### config.mk
export PLATFORM = sky130hd
export DESIGN_NAME = mem_master
export DESIGN_NICKNAME = d
export VERILOG_FILES = /design/src/rtl/mem_pkg.sv /design/src/rtl/mem_master.sv
export SDC_FILE = /design/constraint.sdc
export NUM_CORES = 1
export LEC_CHECK = 0
export CAP_MARGIN = 20
export CORE_UTILIZATION = 35
export CTS_BUF_LIST = sky130_fd_sc_hd__clkbuf_4 sky130_fd_sc_hd__clkbuf_8
export CTS_CLUSTER_DIAMETER = 80
export CTS_CLUSTER_SIZE = 14
export DETAILED_ROUTE_END_ITERATION = 8
export PLACE_DENSITY = 0.71
export SYNTH_ARGS = -nofsm -noshare
export SYNTH_HDL_FRONTEND = slang
export SYNTH_SLANG_ARGS = --single-unit
### constraint.sdc
create_clock -name i_clk -period 2.9 [get_ports i_clk]
set_input_delay 0.87 -clock i_clk [delete_from_list [all_inputs] [get_ports i_clk]]
set_output_delay 0.87 -clock i_clk [all_outputs]
set_load 0.005 [all_outputs]
### src/rtl/mem_pkg.sv
// Shared types for the memory master: request kinds and FSM states.
package mem_pkg;

  typedef enum logic [1:0] {
    KIND_INSTR = 2'b00,
    KIND_IMM   = 2'b01,
    KIND_READ  = 2'b10,
    KIND_WRITE = 2'b11
  } req_kind_e;

  typedef enum logic [1:0] {
    S_IDLE,
    S_ADDR,
    S_ACCESS,
    S_RESP
  } state_e;

endpackage

### src/rtl/mem_master.sv
// Memory master: sequences one request through address, access and
// response phases, reusing the last latched address when it matches.
module mem_master
  import mem_pkg::*;
(
  input  logic       i_clk,
  input  logic       i_reset,
  input  logic       i_reqValid,
  output logic       o_reqReady,
  input  logic [1:0] i_reqKind,
  input  logic [7:0] i_reqAddr,
  input  logic [7:0] i_reqWData,
  output logic       o_rspValid,
  output logic [7:0] o_rspData,
  input  logic       i_rspReady,
  output logic [7:0] o_address,
  output logic       o_addressEn,
  output logic [7:0] o_writeData,
  output logic       o_writeEn,
  output logic       o_readDataSelect,
  output logic       o_immediateSelect,
  output logic       o_outEnable,
  input  logic [7:0] i_readData
);

  state_e    state_q, state_d;
  req_kind_e kind_q, kind_d;
  logic [7:0] addr_q, addr_d;
  logic [7:0] wdata_q, wdata_d;
  logic [7:0] shadow_q, shadow_d;
  logic       shadow_vld_q, shadow_vld_d;
  logic [7:0] rsp_q, rsp_d;
  logic       hit;

  assign hit = shadow_vld_q && (i_reqAddr == shadow_q);

  always_comb begin
    state_d      = state_q;
    kind_d       = kind_q;
    addr_d       = addr_q;
    wdata_d      = wdata_q;
    shadow_d     = shadow_q;
    shadow_vld_d = shadow_vld_q;
    rsp_d        = rsp_q;
    unique case (state_q)
      S_IDLE: begin
        if (i_reqValid) begin
          kind_d  = req_kind_e'(i_reqKind);
          addr_d  = i_reqAddr;
          wdata_d = i_reqWData;
          state_d = hit ? S_ACCESS : S_ADDR;
        end
      end
      S_ADDR: begin
        shadow_d     = addr_q;
        shadow_vld_d = 1'b1;
        state_d      = S_ACCESS;
      end
      S_ACCESS: begin
        rsp_d   = (kind_q == KIND_WRITE) ? wdata_q : i_readData;
        state_d = S_RESP;
      end
      S_RESP: begin
        if (i_rspReady) state_d = S_IDLE;
      end
      default: state_d = S_IDLE;
    endcase
  end

  always_ff @(posedge i_clk) begin
    if (i_reset) begin
      state_q      <= S_IDLE;
      kind_q       <= KIND_INSTR;
      addr_q       <= 8'h00;
      wdata_q      <= 8'h00;
      shadow_q     <= 8'h00;
      shadow_vld_q <= 1'b0;
      rsp_q        <= 8'h00;
    end else begin
      state_q      <= state_d;
      kind_q       <= kind_d;
      addr_q       <= addr_d;
      wdata_q      <= wdata_d;
      shadow_q     <= shadow_d;
      shadow_vld_q <= shadow_vld_d;
      rsp_q        <= rsp_d;
    end
  end

  // Bus strobes decode only registered state, never the request inputs.
  logic in_access;
  logic is_write;

  assign in_access         = (state_q == S_ACCESS);
  assign is_write          = (kind_q == KIND_WRITE);
  assign o_reqReady        = (state_q == S_IDLE);
  assign o_rspValid        = (state_q == S_RESP);
  assign o_rspData         = rsp_q;
  assign o_addressEn       = (state_q == S_ADDR);
  assign o_address         = o_addressEn ? addr_q : shadow_q;
  assign o_writeEn         = in_access && is_write;
  assign o_writeData       = wdata_q;
  assign o_outEnable       = in_access && !is_write;
  assign o_readDataSelect  = in_access && (kind_q != KIND_READ)
                             && !is_write;
  assign o_immediateSelect = in_access && (kind_q == KIND_IMM);

endmodule

==> results by group <==
Place
  – Post-DP Area: 2270 µm²
  – Placer Congestion: 0.853
  – Number of I/O port buffers: 60
  – Detail Placement HPWL: 2850 µm
  – Inst Count DP: 298

Critical path
  – CP Capture Type: output port
  – Critical path type: reg -> out
  – R2R Setup Slk: 1.23 ns
  – Worst Path Required: 2.03 ns
  – Critical path's slowest cell: clkdlybuf4s50_1
  – Origin of the critical flop-to-flop path: state_q[0]
  – Worst reg2reg path depth: 7
  – CP Launch Type: flip-flop
  – Crit-path cells: inv_1 > ha_2 > mux2_2 > clkdlybuf4s50_1
  – CP max stage delay: 0.45 ns
  – Worst Path Arrival: between 1.5 and 2 ns
  – Worst r2r dst: state_q[0]
  – Critical path peak fanout: 10

Synth
  – Top cells by area, synth: dfxtp_1 46%, nand2_1 11%, a21oi_1 5.5%, mux2_2 5.5%, a311oi_1 4.3%
  – Yosys top cell area share: 45.6%
  – Post-synthesis async set-or-reset flop share: 0%
  – Synthesized area per cell: 8.47 µm²
  – Synthesized area: ~1600 µm²
  – Post-Syn Instances: 192
  – Post-Syn Nets: 227
  – Leading area contributor after synthesis: dfxtp_1
  – Post-synth EDFFs: 0
  – Yosys reg bits: 37
  – Netlist cell types: 27
  – Register area share after synthesis: 45.6%
  – Post-synth top flop: dfxtp_1
  – Yosys warnings: 0

Power
  – Pwr dens: 719 nW/µm²
  – LEAKAGE: 0.899 nW
  – VDD IR-drop max: 319 µV

CTS
  – Htree depth: 2
  – Clock root buffer: clkbuf_8
  – Num CTS Buffers: 5
  – CTS tree: done
  – Bufs on Longest Clock Path: 2
  – Worst-path clk slew: 0.06 ns
  – Clock Latency Late Sink: 0.29 ns
  – Sink Count: 37

Run
  – Max_cap viols: 0

Routing
  – Antenna Nets Post-Route: 0
  – Via-per-instance ratio: 4.95
  – # DRC: 0
  – Starting DRC count in detailed routing: 53
  – Via count: between 1500 and 2000
  – First-pass detailed-route iteration total: 4
  – Routed len/inst: ~12 µm
  – Routed wire length: around 3800 µm

STA
  – Clock Skew: 0.00884 ns
  – Fin crit share: 95.8%
  – Least-Margin Pin Slew: between 0.5 and 0.6 ns
  – Finish-stage setup viols: 0
  – Fin. Hold Viols: 0
  – Max_slew headroom: 60.4%
  – Fmax: 360 MHz
  – Setup TNS: 0 ns
  – Fin. max-slew vios: 0
  – Worst Hold Margin: ~0.46 ns
  – RSZ-0062 raised after global routing: yes
  – Tmin final: 2.78 ns

Die
  – Core ar.: 4410 µm²
  – Rows: 24
  – Die Area: 4920 µm²
  – Initial Utilization: 36.8%
  – Io pins: 61
  – Die H: 70.1 µm
  – Die width: 70.1 µm

Worst hold path
  – Hold Crit Class: reg -> reg
  – WHS Endpoint: addr_q[2]
  – Hold_sp: addr_q[2]
  – Hold depth: 2

Outcome
  – Outcome: complete, no violations

Finish
  – Antenna diodes: 0
  – Commonest non-fill, non-tap cell in the layout: clkdlybuf4s50_1
  – Area growth, synth to finish: 46.3%
  – Nets: between 200 and 300
  – Most frequent cells in the layout: 60 x clkdlybuf4s50_1, 47 x nand2_1, 37 x dfxtp_1
  – Fraction of layout cells with a size suffix above 1: 9.06%
  – Layout Cells excl Fill: 306
  – Fin area: roughly 2400 µm²
  – Final Util: 53.9%

GRT
  – Vias in the first global route: 1343
  – All-Layer GR Usage: 16.6%
  – Largest net degree at the start of global routing: 21
  – Initial antenna violation count: 0
  – First-pass GRT wire length: 6270 µm
  – Overflow after GRT: 0
-- where the power goes --
group | total, mW | internal, mW | switching (mW)
Combinational | 0.654 | 0.361 | 0.293
Sequential | 0.664 | 0.604 | 0.0596
Clock | 0.393 | 0.215 | 0.178
-- area by class of cell --
cell class	instances	area (µm²)
Sequential cell	37	741
Tap cell	52	65.1
Timing Repair Buffer	65	638
Clock buffer	7	96.3
Inverter	3	11.3
Fill cell	434	2040
Clock inverter	1	5.00
Multi-Input combinational cell	141	822
-- Yosys cell counts (all sizes together) (5+ instances only) --
library cell and n:
nor2 12, ha 5, a311oi 8, mux2 8
buf 10, xnor2 8, nand3 10, and2 10
nand2 47, dfxtp 37, a21oi 18
-- sequential cells by signal (all words and copies together) (netlist names) --
name and cells:
state_q 2, shadow_q 8, kind_q 2, o_rspData 8, o_writeData 8, shadow_vld_q 1
addr_q 8
-- worst max-delay path by stage --
stage | slack [ns] | from | endpoint | depth (start not counted)
2_1_floorplan | 0.91 | state_q[1] | o_address[0] | 4
3_3_place_gp | 0.32 | state_q[1] | o_address[0] | 4
3_5_place_dp | 0.29 | state_q[1] | o_address[3] | 4
4_1_cts | 0.09 | state_q[1] | o_address[3] | 4
5_1_grt | -0.0001 | state_q[1] | o_address[3] | 4
6_report | 0.12 | state_q[1] | o_address[3] | 4
-- stage by stage --
stage / power, mW / setup WS (ns)
2_1_floorplan: 1.03 / 0.906
3_3_place_gp: 1.33 / 0.324
3_5_place_dp: 1.33 / 0.285
4_1_cts: 1.74 / 0.0927
5_1_grt: 1.84 / -0.0000990
6_report: 1.71 / 0.122
-- metal layers --
| metal | global-route usage, % | vias up | routed length (µm) |
|---|---|---|---|
| met4 | 6.00 | 0 | 52 |
| met5 | 0 | - | 0 |
| li1 | - | 771 | - |
| met2 | 26.6 | 53 | 1660 |
| met1 | 20.0 | 687 | 1850 |
| met3 | 6.49 | 5 | 259 |
-- timing repair --
action                     4_1_cts  5_1_grt
setup endpoints to repair        8        1
hold buffers                     0        0
resized for setup                1        0
setup buffers                    0        0
-- critical path: cells and delay by family (launching register included) --
kind | cells | cell delay (ns)
buffers and inverters | 2 | 0.56
adders and majority gates | 1 | 0.34
DFF | 1 | 0.34
muxes | 1 | 0.38
-- logic make-up after synthesis --
group / share of synthesized area (%)
simple gates: 24.4
xor+xnor: 4.31
buf+inv: 4.00
compound gates: 12.3
fa+ha+maj: 3.85
flops: 45.6
mux: 5.54
Power figures use the tool's default switching activity.
